**src/rtl/pc_sequencer_if.sv**
```systemverilog
// pc_sequencer_if: instruction-memory request/acknowledge bus
interface pc_sequencer_if;
   logic        req;
   logic [31:0] addr;
   logic        ack;
   logic [31:0] rdata;
   modport master (output req, addr, input ack, rdata);
   modport slave (input req, addr, output ack, rdata);
endinterface

```
**src/rtl/pc_sequencer.sv**
```systemverilog
// pc_sequencer: instruction fetch handshake and next-PC selection for the MIPS core
module pc_sequencer #(
   parameter logic [31:0] RESET_PC = 32'h0040_0000,
   parameter int          TIMEOUT  = 16
) (
   input  logic        clk,
   input  logic        rst,
   pc_sequencer_if.master imem,
   output logic [31:0] instr,
   output logic        instr_valid,
   output logic [31:0] pc,
   input  logic        stall,
   input  logic        nxt_valid,
   input  logic [1:0]  nxt_sel,
   input  logic        br_taken,
   input  logic [31:0] rs_val,
   output logic        fault
);
   localparam int CW = $clog2(TIMEOUT + 1);
   localparam logic [CW-1:0] TLAST = CW'(TIMEOUT - 1);
   typedef enum logic [1:0] {IDLE, FETCH, EXEC, FAULT} state_t;
   state_t        state, state_nx;
   logic [31:0]   pc_nx, instr_nx, pc4, br_off, next_pc;
   logic [CW-1:0] cnt, cnt_nx;
   logic          commit, jr_bad;
   assign pc4     = pc + 32'd4;
   assign br_off  = {{14{instr[15]}}, instr[15:0], 2'b00};
   // jump region comes from pc4, so a jump in the last slot of a region lands in the next one
   assign next_pc = nxt_sel == 2'b00 ? pc4 :
                    nxt_sel == 2'b01 ? (br_taken ? pc4 + br_off : pc4) :
                    nxt_sel == 2'b10 ? {pc4[31:28], instr[25:0], 2'b00} : rs_val;
   assign commit  = nxt_valid && !stall;
   assign jr_bad  = nxt_sel == 2'b11 && rs_val[1:0] != 2'b00;
   assign imem.req    = state == FETCH;
   assign imem.addr   = pc;
   assign instr_valid = state == EXEC;
   assign fault       = state == FAULT;
   always_comb begin
      state_nx = state;
      pc_nx    = pc;
      instr_nx = instr;
      cnt_nx   = cnt;
      case (state)
         IDLE: state_nx = FETCH;
         FETCH: begin
            cnt_nx   = imem.ack ? '0 : cnt + 1'b1;
            instr_nx = imem.ack ? imem.rdata : instr;
            state_nx = imem.ack ? EXEC : cnt == TLAST ? FAULT : FETCH;
         end
         EXEC: begin
            state_nx = !commit ? EXEC : jr_bad ? FAULT : FETCH;
            pc_nx    = commit && !jr_bad ? next_pc : pc;
         end
         default: ;
      endcase
   end
   always_ff @(posedge clk or negedge rst) begin
      if (!rst) begin
         state <= IDLE;
         pc    <= RESET_PC;
         instr <= '0;
         cnt   <= '0;
      end else begin
         state <= state_nx;
         pc    <= pc_nx;
         instr <= instr_nx;
         cnt   <= cnt_nx;
      end
   end
endmodule

```
**src/flat_wrapper.sv**
```systemverilog
// flat-port wrapper written by rule: the top's interface ports become plain ports
module pc_sequencer_flat 
#(
   parameter logic [31:0] RESET_PC = 32'h0040_0000,
   parameter int          TIMEOUT  = 16
)
  (clk, rst, instr, instr_valid, pc, stall, nxt_valid, nxt_sel, br_taken, rs_val, fault, imem_req, imem_addr, imem_ack, imem_rdata);
  pc_sequencer_if imem_i ();
  input  logic clk;
  input  logic rst;
  output logic [31:0] instr;
  output logic instr_valid;
  output logic [31:0] pc;
  input  logic stall;
  input  logic nxt_valid;
  input  logic [1:0] nxt_sel;
  input  logic br_taken;
  input  logic [31:0] rs_val;
  output logic fault;
  output wire logic [$bits(imem_i.req)-1:0] imem_req;
  output wire logic [$bits(imem_i.addr)-1:0] imem_addr;
  input wire logic [$bits(imem_i.ack)-1:0] imem_ack;
  input wire logic [$bits(imem_i.rdata)-1:0] imem_rdata;
  assign imem_req = imem_i.req;
  assign imem_addr = imem_i.addr;
  assign imem_i.ack = imem_ack;
  assign imem_i.rdata = imem_rdata;
  pc_sequencer #(.RESET_PC(RESET_PC), .TIMEOUT(TIMEOUT)) u_core (.clk(clk), .rst(rst), .imem(imem_i), .instr(instr), .instr_valid(instr_valid), .pc(pc), .stall(stall), .nxt_valid(nxt_valid), .nxt_sel(nxt_sel), .br_taken(br_taken), .rs_val(rs_val), .fault(fault));
endmodule
```
**config.mk**
```make
export PLATFORM = sky130hd
export DESIGN_NAME = pc_sequencer_flat
export DESIGN_NICKNAME = d
export VERILOG_FILES = /design/src/rtl/pc_sequencer_if.sv /design/src/rtl/pc_sequencer.sv /design/src/flat_wrapper.sv
export SDC_FILE = /design/constraint.sdc
export NUM_CORES = 1
export LEC_CHECK = 0
export ABC_AREA = 1
export BUFFER_PORTS_ARGS = -buffer_cell sky130_fd_sc_hd__buf_2
export CORE_MARGIN = 3
export CORE_UTILIZATION = 35
export CTS_BUF_LIST = sky130_fd_sc_hd__clkbuf_8 sky130_fd_sc_hd__clkbuf_16
export CTS_CLUSTER_DIAMETER = 30
export CTS_CLUSTER_SIZE = 40
export DETAILED_ROUTE_END_ITERATION = 16
export SLEW_MARGIN = 20
export SYNTH_ARGS = -nofsm -noshare
export SYNTH_HDL_FRONTEND = slang
export SYNTH_SLANG_ARGS = --single-unit
export TNS_END_PERCENT = 1
```
**constraint.sdc**
```tcl
create_clock -name clk -period 7 [get_ports clk]
set_input_delay 0.7 -clock clk [delete_from_list [all_inputs] [get_ports clk]]
set_output_delay 0.7 -clock clk [all_outputs]
set_load 0.005 [all_outputs]
```
==> impl_metrics.ini <==
[pwr]
peakVddDrop_v = 0.0001711
p_switching_mw = 1.708
cellLeakagePower_nw = 4.716
switching_share = 0.5072
internal-power_mw = 1.660
seqPwrFrac = 0.254
finalPower_mw = 3.367
p_comb_frac = 0.597
p_per_area_nw_per_um2 = 407.8
power.share.clock = 0.149

[setup_path]
cp_max_fo = 8
crit_start = u_core.imem.addr[2]
reg2reg_from = u_core.imem.addr[2]
cp-end-kind = register
startpoint_type = register
required_ns = 7.23
critPathArrivalTime_ns = 3.68
crit_type = register to register

[clocking]
clk_latency_ns = 0.35
cts_root_buf = clkbuf_16
holdBufCountCts = 0
cts_resized = 0
numCtsBuffers = 9
h-tree-depth = 3
cts.sinks = 71
clkTransAtPathRegs_ns = 0.06
cts_setup_buffers = 0
max-clock-path-buffers = 2
cts_tree = yes

[timing]
slew_violations = 0
period_needed_ns = 3.450
skew_ns = 0.01037
hold_viol = 0
slew_headroom = 0.2796
setup_violations = 0
max_clock_freq_mhz = 289.9
tightestPinTransition_ns = 1.078
period_share = 0.4928
worst_slack_ns = 3.550
rsz0062_at_grt = no
fin_setup_tns_ns = 0

[routing]
antenna_left = 0
firstDrtPassIters = 6
routed_wl_um = 24580
drcViolationCount = 0
via_count = 7697
drt_iter0_markers = 717
viasPerCell = 4.943
wl_per_cell_um = 15.79

[yosys]
syn_area_um2 = 7104
seq_area_frac_synth = 0.2503
synthCells = 1168
synth_edf_count = 0
yosysWarnings = 0
ys.flop_type = dfrtp_1
ys_ff_latch = 71
synth_nets = 1284
ys_types = 42
async_reset_ff_frac = 1.000
avgSynthCellArea_um2 = 6.082

[global_routing]
grt_use_total = 0.2215
grt_pass1_wl_um = 38570
antenna_found_initial = 0
grt_pass1_vias = 7148
gr-total-overflow = 0
grt_max_degree = 72

[place]
dp.final_hpwl_um = 19490
globalplace.congestion = 0.9272
port_buffers = 170
post-place-ws_ns = 3.310

[cells_and_area]
seq_area_um2 = 1778
multi_input_area_um2 = 4446
fin_util = 0.4188
area_delta_synth_final_pct = 16.24
nets = 1404
antenna_cells = 0
drive_gt1_frac = 0.1711
fill_cells = 2146

[floorplanning]
die-area_um2 = 22040
ios = 171
die_x_um = 148.5
die_h_um = 148.5
fp.coreArea_um2 = 19720
num_rows = 51
start_util = 0.3603

[min_path]
min_from = u_core.instr[30]
holdCritPathClass = register to register

[run_status]
status = complete, no violations

[flow_run]
maxCapViolations = 0
## cells by family after synthesis
family                   after synthesis  synth area share
flip-flops                            71            0.2503
buffers and inverters                200            0.1243
AO/OA/AOI/OAI                        168            0.1280
AND/OR/NAND/NOR                      653            0.3794
adder cells (fa/ha/maj)               44           0.07855
XOR/XNOR                              32           0.03945
## Yosys cell counts, types with 4 or more instances
cell / number / area, um2
a21oi_1: 80 / 400.4
buf_1: 4 / 15.01
buf_2: 7 / 35.03
buf_4: 32 / 240.2
clkbuf_1: 19 / 71.32
dfrtp_1: 70 / 1752
ha_1: 43 / 538.0
inv_1: 135 / 506.7
nand2_1: 456 / 1712
nand2_2: 7 / 43.79
nand3_1: 59 / 295.3
nand3b_1: 4 / 30.03
nand4_1: 9 / 56.30
nor2_1: 84 / 315.3
nor2_2: 10 / 62.56
nor3_1: 8 / 40.04
o211ai_1: 7 / 52.55
o21ai_0: 57 / 285.3
o21bai_1: 7 / 52.55
o22ai_1: 8 / 50.05
or2_2: 5 / 31.28
xnor2_1: 12 / 105.1
xor2_1: 20 / 175.2
## cell type report
type / instances / share of cell area
multi-input combinational: 897 / 0.5383
sequential: 71 / 0.2153
timing repair buffer: 172 / 0.1052
inverter: 137 / 0.06227
tap: 265 / 0.04015
clock buffer: 10 / 0.02894
clock inverter: 5 / 0.009848
## registers in the layout, indices dropped and copies added, names as in the netlist
name / cells
u_core.cnt: 5
u_core.state: 2
u_core.instr: 32
u_core.imem.addr: 32
## cell usage in the layout, fill, tap and decap left out, types with 2 or more instances in the layout
master / n
a21o_1: 3
a21oi_1: 80
and2_1: 2
buf_2: 169
buf_4: 3
bufinv_16: 2
clkbuf_16: 9
dfrtp_1: 70
ha_1: 43
inv_1: 135
inv_2: 2
nand2_1: 455
nand2_2: 8
nand3_1: 59
nand3b_1: 4
nand4_1: 9
nor2_1: 84
nor2_2: 10
nor2_4: 3
nor3_1: 8
o211ai_1: 7
o21a_1: 2
o21ai_0: 57
o21bai_1: 7
o22ai_1: 8
or2_2: 5
xnor2_1: 12
xor2_1: 20
## stage by stage
stage / std cells / hold WS (ns) / cell area (um2)
6_report: 1557 / 0.4778 / 8258
5_1_grt: 1557 / 0.5015 / 8258
4_1_cts: 1557 / 0.4829 / 8255
3_5_place_dp: 1542 / 0.4652 / 7935
3_3_place_gp: 1542 / 0.4638 / 7935
2_1_floorplan: 1168 / 0.4044 / 7104
## final timing paths
| check | to | slack (ns) | cells after the start |
|---|---|---|---|
| worst max-delay path | u_core.imem.addr[25] | 3.55 | 21 |
| worst min-delay path | u_core.instr[30] | 0.48 | 2 |
| worst max register to register | u_core.imem.addr[25] | 3.55 | 21 |
| worst min register to register | u_core.instr[30] | 0.48 | 2 |
| max in group asynchronous | u_core.imem.addr[25] | 5.88 | 1 |
| min in group asynchronous | u_core.imem.addr[5] | 0.51 | 1 |
## per-layer routing
metal,share of wire,up-vias,track usage
met5,0,-,0
met4,0.020,0,0.05866
met3,0.064,33,0.02803
met2,0.45,265,0.3514
met1,0.46,3502,0.3190
li1,-,3897,-
## power groups by stage
stage	sequential [mW]	clock [mW]	combinational [mW]
global placement	0.851	0	1.98
finish	0.856	0.503	2.01
floorplan	0.786	0	1.41
detailed placement	0.857	0	1.99
CTS	0.852	0.518	2.00
global route	0.885	0.530	2.28
## critical path: stages, from the launching register on
cell and delay, ns:
dfrtp_1 0.47, ha_1 0.27, nand3_1 0.13, inv_1 0.07, nand2_2 0.12, nor2_1 0.06, nand2_1 0.11, nor2_2 0.05
xnor2_1 0.34, inv_1 0.09, ha_1 0.39, nand2_1 0.13, nor2_1 0.21, nand2_1 0.11, nor2_1 0.11, nand2_1 0.09
nand4_1 0.09, nand3_1 0.16, nand2_1 0.16, nand2_1 0.06, nand2_1 0.06, nand2_1 0.05
No activity file was read; power rests on OpenSTA's default activity.
